$ cat src/rtl/sram_port_arbiter.sv
// -----------------------------------------------------------------------------
// sram_port_arbiter
//
// Shares one downstream SRAM-like port (req / addr_ok / data_ok) between the
// instruction-fetch master and the data master. Downstream responses come back
// in order, so a small ID FIFO remembers who issued each accepted request and
// steers every mem_data_ok to the right master. A starvation counter forces a
// waiting fetch through after STARVE_LIMIT back-to-back data accepts.
//
// Ports
//   clk, rst                 clock, synchronous active-high reset
//   inst_*                   fetch master (read-only, word size)
//   data_*                   data master (read/write, byte/half/word)
//   mem_*                    shared downstream port
//   pending_cnt              accepted-but-unanswered requests
//
// Parameters
//   DEPTH         max outstanding requests (power of two, 2..16)
//   STARVE_LIMIT  data accepts tolerated while fetch waits
// -----------------------------------------------------------------------------
module sram_port_arbiter #(
    parameter int DEPTH        = 4,
    parameter int STARVE_LIMIT = 8
) (
    input  logic                     clk,
    input  logic                     rst,
    // fetch master
    input  logic                     inst_req,
    input  logic [31:0]              inst_addr,
    output logic [31:0]              inst_rdata,
    output logic                     inst_addr_ok,
    output logic                     inst_data_ok,
    // data master
    input  logic                     data_req,
    input  logic                     data_wr,
    input  logic [1:0]               data_size,
    input  logic [31:0]              data_addr,
    input  logic [31:0]              data_wdata,
    input  logic [3:0]               data_wstrb,
    output logic [31:0]              data_rdata,
    output logic                     data_addr_ok,
    output logic                     data_data_ok,
    // downstream port
    output logic                     mem_req,
    output logic                     mem_wr,
    output logic [1:0]               mem_size,
    output logic [31:0]              mem_addr,
    output logic [31:0]              mem_wdata,
    output logic [3:0]               mem_wstrb,
    input  logic [31:0]              mem_rdata,
    input  logic                     mem_addr_ok,
    input  logic                     mem_data_ok,
    // status
    output logic [$clog2(DEPTH):0]   pending_cnt
);

    localparam int PTR_W = $clog2(DEPTH);
    localparam int CNT_W = PTR_W + 1;
    localparam int STV_W = $clog2(STARVE_LIMIT + 1);

    localparam logic ID_INST = 1'b0;
    localparam logic ID_DATA = 1'b1;

    // ID FIFO: one bit per slot, pointers wrap naturally since DEPTH is 2^n
    logic [DEPTH-1:0] id_reg;
    logic [PTR_W-1:0] wr_ptr_reg;
    logic [PTR_W-1:0] rd_ptr_reg;
    logic [CNT_W-1:0] cnt_reg;

    logic [STV_W-1:0] starve_reg;
    logic             lock_reg;
    logic             lock_id_reg;

    logic grant;
    logic grant_req;
    logic fifo_full;
    logic fifo_empty;
    logic starve_hit;
    logic accept;
    logic pop;
    logic head_id;

    assign fifo_full  = (cnt_reg == CNT_W'(DEPTH));
    assign fifo_empty = (cnt_reg == '0);
    assign starve_hit = (starve_reg == STV_W'(STARVE_LIMIT));

    // A locked grant keeps the downstream request stable until it is accepted
    always_comb begin
        grant = ID_INST;
        if (lock_reg)
            grant = lock_id_reg;
        else if (starve_hit && inst_req)
            grant = ID_INST;
        else if (data_req)
            grant = ID_DATA;
    end

    assign grant_req = (grant == ID_DATA) ? data_req : inst_req;

    // Downstream drive: fetch is always a plain word read
    assign mem_req   = grant_req && !fifo_full;
    assign mem_wr    = (grant == ID_DATA) ? data_wr    : 1'b0;
    assign mem_size  = (grant == ID_DATA) ? data_size  : 2'd2;
    assign mem_addr  = (grant == ID_DATA) ? data_addr  : inst_addr;
    assign mem_wdata = (grant == ID_DATA) ? data_wdata : 32'd0;
    assign mem_wstrb = (grant == ID_DATA) ? data_wstrb : 4'd0;

    assign accept       = mem_req && mem_addr_ok;
    assign inst_addr_ok = accept && (grant == ID_INST);
    assign data_addr_ok = accept && (grant == ID_DATA);

    // A response with nothing outstanding is dropped silently
    assign head_id      = id_reg[rd_ptr_reg];
    assign pop          = mem_data_ok && !fifo_empty;
    assign inst_data_ok = pop && (head_id == ID_INST);
    assign data_data_ok = pop && (head_id == ID_DATA);

    assign inst_rdata  = mem_rdata;
    assign data_rdata  = mem_rdata;
    assign pending_cnt = cnt_reg;

    // ID storage needs no reset: slots are only read once written
    always_ff @(posedge clk) begin
        if (accept)
            id_reg[wr_ptr_reg] <= grant;
    end

    always_ff @(posedge clk) begin
        if (rst) begin
            wr_ptr_reg  <= '0;
            rd_ptr_reg  <= '0;
            cnt_reg     <= '0;
            starve_reg  <= '0;
            lock_reg    <= 1'b0;
            lock_id_reg <= ID_INST;
        end else begin
            if (accept)
                wr_ptr_reg <= wr_ptr_reg + 1'b1;
            if (pop)
                rd_ptr_reg <= rd_ptr_reg + 1'b1;

            case ({accept, pop})
                2'b10:   cnt_reg <= cnt_reg + 1'b1;
                2'b01:   cnt_reg <= cnt_reg - 1'b1;
                default: cnt_reg <= cnt_reg;
            endcase

            // Hold the grantee while the downstream stalls; a full FIFO
            // drops mem_req but leaves an existing lock in place
            if (accept) begin
                lock_reg <= 1'b0;
            end else if (mem_req) begin
                lock_reg    <= 1'b1;
                lock_id_reg <= grant;
            end

            if (!inst_req)
                starve_reg <= '0;
            else if (accept && grant == ID_INST)
                starve_reg <= '0;
            else if (accept && grant == ID_DATA && !starve_hit)
                starve_reg <= starve_reg + 1'b1;
        end
    end

endmodule

$ cat config.mk
export PLATFORM = sky130hd
export DESIGN_NAME = sram_port_arbiter
export DESIGN_NICKNAME = d
export VERILOG_FILES = /design/src/rtl/sram_port_arbiter.sv
export SDC_FILE = /design/constraint.sdc
export NUM_CORES = 1
export LEC_CHECK = 0
export ABC_AREA = 1
export CAP_MARGIN = 20
export CORE_AREA = 8 8 105 107
export CTS_BUF_LIST = sky130_fd_sc_hd__clkbuf_16
export DETAILED_ROUTE_END_ITERATION = 8
export DIE_AREA = 0 0 113 115
export GPL_TIMING_DRIVEN = 0
export PLACE_DENSITY = 0.77
export RECOVER_POWER = 25
export SETUP_SLACK_MARGIN = 0.05
export SYNTH_ARGS = -nofsm -noshare
export SYNTH_HDL_FRONTEND = slang
export SYNTH_SLANG_ARGS = --single-unit
export TNS_END_PERCENT = 50
$ cat constraint.sdc
create_clock -name clk -period 3.2 [get_ports clk]
set_clock_uncertainty 0.1 [all_clocks]
set_input_delay 0.96 -clock clk [delete_from_list [all_inputs] [get_ports clk]]
set_output_delay 0.96 -clock clk [all_outputs]
set_load 0.05 [all_outputs]
# After elaboration in Yosys (flattened, before gate mapping)
# Index checks and enable logic that the tools add are counted.
# word_totals
regBits	17
in_bits	141
out_inout_bits	143
wordCells	56
# op_classes
n_addsub	5
n_lt_le_gt_ge	3
n_eq_ne	4
muxes	15
bitwise_logic	4
n_reduce_logical	18
# ops
op	count
$mux W32	2
$logic_and A1 B1 Y1	10
$mux W1	7
$lt A2 B3 Y1 const B	2
$pmux W3 S2	1
$add A2 B1 Y2 const B	2
$add A4 B1 Y4 const B	1
$bwmux W4	1
$eq A4 B4 Y1 const B	1
$mux W4	1
$not A1 Y1	4
$add A3 B1 Y3 const B	1
$eq A3 B3 Y1 const B	1
$logic_not A1 Y1	3
$logic_not A3 Y1	1
$reduce_or A3 Y1	1
$sub A3 B1 Y3 const B	1
$bmux W1 S2	1
$demux W1 S2	1
$eq A2 B1 Y1 const B	1
$eq A2 B2 Y1 const B	1
$ge A2 B1 Y1 const B	1
$mux W2	1
$reduce_and A2 Y1	1
2 further kinds	2

# Longest topological paths before layout
# Gate-level depths: netlist of the first run.
# depth
ltp_word	9
mapped_depth	14
depth_no_buf	13

# Worst setup path before layout of the first run
# Ideal clock, no wire load.
# synth_path
path_kind	in2out
from	in data_req
to	out mem_wdata[18]
t_arrival_ps	2189
required_time_ps	2140
slack_ps	-49
stages	7
n_path_buf	1
cell_sequence	inv_1 > nor2_2 > nand2_4 > nand2_4 > inv_4 > buf_2 > nor2_1
# synth_between
elab_chain_len	4
# synth_lines
item	line_no	text
start: declaration	34	input logic data_req,
$mux W1	94	else if (data_req)
$mux W1	92	else if (starve_hit && inst_req)
$mux W1	90	if (lock_reg)
$mux W32	105	assign mem_wdata = (grant == ID_DATA) ? data_wdata : 32'd0;
end: declaration	48	output logic [31:0] mem_wdata,
# Every way passes these cells.

# Final worst setup path of the first run
# layout_path
from	in data_req
to	out mem_wstrb[2]
# layout_between
elab_chain_len	4
# layout_lines
item	line_no	text
$mux W1	94	
$mux W1	92	
$mux W1	90	
$mux W4	106	assign mem_wstrb = (grant == ID_DATA) ? data_wstrb : 4'd0;
end: declaration	49	output logic [3:0] mem_wstrb,
# Every way passes these cells.

==> results of run 1 <==
## where the power goes
part	internal [mW]	switching, mW	total [mW]
Sequential	0.260	0.0305	0.291
Clock	0.166	0.0820	0.248
Combinational	0.669	1.19	1.86
Total	1.09	1.31	2.40
## cells in the mapped netlist (all sizes together)
cell type	instances	area, sq um
inv	69	261.5
clkinv	1	3.750
edfxtp	4	120.1
or2	2	12.52
a21oi	11	58.81
ha	7	87.58
xnor2	1	8.760
nor2	54	229.0
buf	75	539.3
o21ai	11	55.05
fa	1	20.02
nand4	2	33.78
nand3	6	60.05
a32oi	1	8.760
dfxtp	13	260.3
xor2	1	8.760
nand2	114	450.4
a31oi	1	6.260
## cell type report
type,count,area [sq um]
clock buffer,3,75.07
fill,916,4392
multi-input combinational,212,1085
buffer,75,599.3
timing repair inverter,1,8.758
clock inverter,1,3.754
tap,114,142.6
sequential,17,380.4
timing repair buffer,258,2497
inverter,70,275.3
## metal layers
metal  up-vias  share of wire, %
met5         -                 0
met4         0               1.2
met3        12                11
met2       146                56
met1      1350                32
li1       1553                 -
## worst paths after layout
check / end / slack [ns] / cells past startpoint
worst max-delay path: mem_wstrb[2] / 0.08 / 9
worst min-delay path: rd_ptr_reg[1] / 0.41 / 2
worst min register to register: rd_ptr_reg[1] / 0.41 / 2
worst max register to register: pending_cnt[2] / 0.36 / 15
## kinds of logic (layout without fill, tap and decap cells)
| group | Yosys count | count (layout) | share of synthesized area [%] |
|---|---|---|---|
| xor+xnor | 2 | 2 | 0.7875 |
| buf+inv | 145 | 408 | 36.16 |
| simple gates | 178 | 178 | 35.32 |
| flops | 17 | 17 | 17.10 |
| compound gates | 24 | 24 | 5.793 |
| fa+ha+maj | 8 | 8 | 4.837 |
## critical path, delay by kind of cell
kind                   cells  cell delay (ns)
and+or+nand+nor            4             0.39
buffers and inverters      5             0.69
## repair_timing
item,CTS,global route
pin swaps,4,2
resized for setup,518,15
buffers inserted,5,0
hold buffers,0,0
setup endpoints to repair,77,12
cloned,3,0
## metrics by stage
stage               setup slack, ns  util [%]  total power, mW  cells  instance area (sq um)
floorplan                  -0.04876         -            1.423    374                   2225
global placement             -1.148     51.59            2.039    739                   4880
detailed placement           -1.189     51.59            2.069    739                   4880
CTS                         0.05283     53.47            2.415    751                   5057
global route                0.02671     53.57            2.515    751                   5067
finish                      0.07897     53.57            2.402    751                   5067
==> run metrics, run 1 <==
distinct cell type count of the synthesized netlist=34; drt initial violations=64; detailed-route via count=3061; final WL=11580 um; via count of the first global-routing pass=3159; number of I/O port buffers=251; Peak supply drop=0.2350 mV; Reg-to-Reg Start=starve_reg[0]; clk sinks=17; sum of overflow across all layers after global routing=0; area growth from synthesis to layout=127.8%; placer congestion estimate=0.7938; maximum net fanout on the critical path=6; initial core utilization=23.52%; DRC errors left=0; CTS tree=built; commonest non-fill, non-tap cell in the layout=sky130_fd_sc_hd__clkdlybuf4s50_1; area of the die=13000 sq um; number of antenna violations at the first check in global routing=0; Max Freq=0.3204 GHz; relative max-transition margin=61.43%; synthesized instance count=374; core region area=9459 sq um; Syn Nets=523; startpoint of the most critical setup path=data_req; Slew Limit Fails=0; Min-Delay Path Class=flip-flop to flip-flop; wire length per cell=15.42 um; GRT Overall Usage=16.20%; number of endpoints failing setup at the final stage=0; Netlist Area Pre-Place=2225 sq um; Worst setup EP type=output port; maximum buffer depth of the clock tree=2; CP max stage cell=sky130_fd_sc_hd__bufbuf_16; maxcap violations=0; chip height=115 um; number of H-tree branching levels=1; met1 Usage GRT=14.56%; final-layout setup total negative slack=0 ns; met3 Track Usage GR=6.880%; Yosys warning count=0; GR Util met2=32.78%; wire length of the first global-routing pass=16770 um; clock input transition at the sequential cells of the worst setup and hold paths=0.05 ns; power density of the placed cells=473.9 nW/um^2; final-stage net count=787; number of placement rows=36; FF+latch count, synth=17; post-detailed-placement half-perimeter wirelength=10150 um; final critical-path required period=3.121 ns; die width=113 um; number of search-and-repair iterations in the first detailed-routing pass=4; Antenna Violating Nets Remaining=0; share of the yosys chip area belonging to registers=17.10%; top library cells by usage in the layout, fill and taps aside=sky130_fd_sc_hd__clkdlybuf4s50_1 (151), sky130_fd_sc_hd__buf_4 (117), sky130_fd_sc_hd__nand2_1 (109), sky130_fd_sc_hd__inv_1 (63), sky130_fd_sc_hd__nor2_1 (42); outcome=finished, final reports clean; crit-path cells=buf_2, inv_2, nor2_4, nand2_4, nand2_8, inv_12, bufbuf_16, nor2_1, buf_4; CTS Root Cell=sky130_fd_sc_hd__clkbuf_16; delay of the slowest cell on the worst path=0.27 ns; number of top-level pins=284; vias per cell=4.076; Crit Path Category=primary input to output port; layer with the highest usage=met2; setup repair after global routing missed its margin=true; proportion of layout cells with a drive suffix above 1=30.46%; largest net degree at the start of global routing=14; average footprint of a synthesized cell=5.948 sq um; actual transition at the worst max-transition pin=0.5767 ns; final hold violations=0; Hold Worst Slack=0.4101 ns; diode insertion count for antenna repair=0; startpoint of the tightest hold check path=rd_ptr_reg[1]; worst skew pair latency=0.25 ns; Inserted Clock Buffers=3; data required time at the worst endpoint=2.14 ns; Tcrit/Tclk final=97.53%; arrival time at the worst endpoint=2.06 ns; static power due to leakage=2.597 nW; type of element launching the critical path=primary input
(Power assumes the default switching activity.)
==> run 2: changes to the inputs <==
--- a/config.mk
+++ b/config.mk
@@ -9,6 +9,7 @@
 export CAP_MARGIN = 20
 export CORE_AREA = 8 8 105 107
 export CTS_BUF_LIST = sky130_fd_sc_hd__clkbuf_16
+export CTS_CLUSTER_DIAMETER = 50
 export DETAILED_ROUTE_END_ITERATION = 8
 export DIE_AREA = 0 0 113 115
 export GPL_TIMING_DRIVEN = 0
==> results of run 2 <==
Final layout, timing and power as in run 1 (identical DEF).
==> run 3: changes to the inputs <==
--- a/config.mk
+++ b/config.mk
@@ -7,13 +7,15 @@
 export LEC_CHECK = 0
 export ABC_AREA = 1
 export CAP_MARGIN = 20
-export CORE_AREA = 8 8 105 107
+export CELL_PAD_IN_SITES_DETAIL_PLACEMENT = 1
+export CELL_PAD_IN_SITES_GLOBAL_PLACEMENT = 2
+export CORE_MARGIN = 8
+export CORE_UTILIZATION = 10
 export CTS_BUF_LIST = sky130_fd_sc_hd__clkbuf_16
 export CTS_CLUSTER_DIAMETER = 50
 export DETAILED_ROUTE_END_ITERATION = 8
-export DIE_AREA = 0 0 113 115
 export GPL_TIMING_DRIVEN = 0
-export PLACE_DENSITY = 0.77
+export PLACE_DENSITY = 0.8
 export RECOVER_POWER = 25
 export SETUP_SLACK_MARGIN = 0.05
 export SYNTH_ARGS = -nofsm -noshare
==> run metrics, run 3 (synthesis results as in run 1) <==
area growth from synthesis to layout=158.2%; clk sinks=17; Crit Path Category=primary input to output port; number of endpoints failing setup at the final stage=0; met3 wire len=1337 um; commonest non-fill, non-tap cell in the layout=sky130_fd_sc_hd__clkdlybuf4s50_1; largest net degree at the start of global routing=14; chip height=165.2 um; number of I/O port buffers=251; die width=165.2 um; number of H-tree branching levels=1; initial core utilization=10.19%; placer congestion estimate=0.6964; r2r setup slk=0.51 ns; via count of the first global-routing pass=3441; maxcap violations=0; maximum buffer depth of the clock tree=2; met2 wire len=7086 um; Tcrit/Tclk final=96.78%; setup repair after global routing missed its margin=true; power density of the placed cells=450.2 nW/um^2; post-detailed-placement half-perimeter wirelength=10760 um; diode insertion count for antenna repair=0; sum of overflow across all layers after global routing=0; CTS Root Cell=sky130_fd_sc_hd__clkbuf_16; type of element launching the critical path=primary input; outcome=finished, final reports clean; data required time at the worst endpoint=2.14 ns; final-stage net count=793; clock input transition at the sequential cells of the worst setup and hold paths=0.05 ns; Post-Route Utilization=26.32%; number of antenna violations at the first check in global routing=1; number of search-and-repair iterations in the first detailed-routing pass=4; relative max-transition margin=65.23%; top library cells by usage in the layout, fill and taps aside=sky130_fd_sc_hd__clkdlybuf4s50_1 (150), sky130_fd_sc_hd__nand2_1 (105), sky130_fd_sc_hd__buf_4 (77), sky130_fd_sc_hd__buf_6 (66), sky130_fd_sc_hd__inv_1 (62); Total Power=2.586 mW; detailed-route via count=3138; worst skew pair latency=0.25 ns; arrival time at the worst endpoint=2.04 ns; final WL=12620 um; DRC errors left=0; Slew Limit Fails=0; Peak supply drop=0.1681 mV; CTS tree=built; Inserted Clock Buffers=3; drt initial violations=34; proportion of layout cells with a drive suffix above 1=36.08%; Min-Delay Path Class=flip-flop to flip-flop; maximum net fanout on the critical path=10; actual transition at the worst max-transition pin=0.5200 ns; number of placement rows=54; highest routing layer actually used=met4; wire length per cell=13.67 um; startpoint of the tightest hold check path=pending_cnt[0]; Reg-to-Reg Start=starve_reg[0]; number of top-level pins=284; Worst setup EP type=output port; Post-CTS Hold Fix Bufs=0; vias per cell=3.400; core region area=21820 sq um; final critical-path required period=3.097 ns; final hold violations=0; GRT Overall Usage=8.769%; Antenna Violating Nets Remaining=0; Max Freq=0.3229 GHz; startpoint of the most critical setup path=data_req; wire length of the first global-routing pass=18850 um; final-layout setup total negative slack=0 ns; met1 wire length=4116 um; area of the die=27270 sq um; static power due to leakage=2.719 nW
## run 3: cell types whose count changed in the layout (fill, tap and decap cells not counted), moves of 4 or more
cell                      change
sky130_fd_sc_hd__buf_4       -40
sky130_fd_sc_hd__buf_2        -4
sky130_fd_sc_hd__nand2_2      +4
sky130_fd_sc_hd__buf_8        +7
sky130_fd_sc_hd__nor2_2      +21
sky130_fd_sc_hd__nor2_4       +9
sky130_fd_sc_hd__buf_6       +35
sky130_fd_sc_hd__nand2_1      -4
sky130_fd_sc_hd__nor2_1      -30
## run 3: stage by stage
step | setup slack, ns | hold WS (ns) | area (sq um) | instances
floorplan | -0.04876 | 0.3644 | 2225 | 374
global placement | -1.247 | 0.3753 | 5087 | 905
detailed placement | -1.267 | 0.3789 | 5087 | 905
CTS | 0.01967 | 0.3920 | 5688 | 921
global route | 0.03446 | 0.4260 | 5743 | 923
finish | 0.1031 | 0.3904 | 5743 | 923
## run 3: layout make-up
| type | count | area (sq um) |
|---|---|---|
| Buffer | 75 | 653.1 |
| Clock buffer | 3 | 75.07 |
| Clock inverter | 1 | 5.005 |
| Fill cell | 2620 | 16080 |
| Inverter | 70 | 275.3 |
| Multi-Input combinational cell | 212 | 1205 |
| Sequential cell | 17 | 380.4 |
| Tap cell | 280 | 350.3 |
| Timing Repair Buffer | 264 | 2769 |
| Timing Repair inverter | 1 | 30.03 |
## run 3: final timing paths
check	endpoint	cells past startpoint
worst min register to register	pending_cnt[0]	1
worst max-delay path	mem_wdata[7]	10
worst max register to register	pending_cnt[2]	15
worst min-delay path	pending_cnt[0]	1
## run 3: critical path: stages
cell and delay (ns):
sky130_fd_sc_hd__buf_6 0.08, sky130_fd_sc_hd__inv_2 0.04, sky130_fd_sc_hd__nor2_4 0.11, sky130_fd_sc_hd__nand2_4 0.08, sky130_fd_sc_hd__nand2_8 0.13, sky130_fd_sc_hd__buf_12 0.14
sky130_fd_sc_hd__clkinv_16 0.08, sky130_fd_sc_hd__buf_12 0.16, sky130_fd_sc_hd__nor2_2 0.09, sky130_fd_sc_hd__buf_6 0.16
## run 3: repair_timing
item	CTS	global route
endpoints found under the setup margin	76	36
buffers inserted	8	1
gates cloned	4	1
resized for setup	622	21
pin swaps	6	2
## run 3: layer usage
| metal | vias up | track usage (%) |
|---|---|---|
| met2 | 136 | 17.38 |
| li1 | 1569 | - |
| met5 | - | 0 |
| met1 | 1426 | 8.505 |
| met4 | 0 | 1.351 |
| met3 | 7 | 3.347 |
## run 3: report_power, final
part / leakage [nW] / switching, mW / internal [mW] / total, mW
sequential: 0.143 / 0.0292 / 0.260 / 0.289
clock: 0.0409 / 0.0875 / 0.167 / 0.255
combinational: 2.54 / 1.25 / 0.789 / 2.04
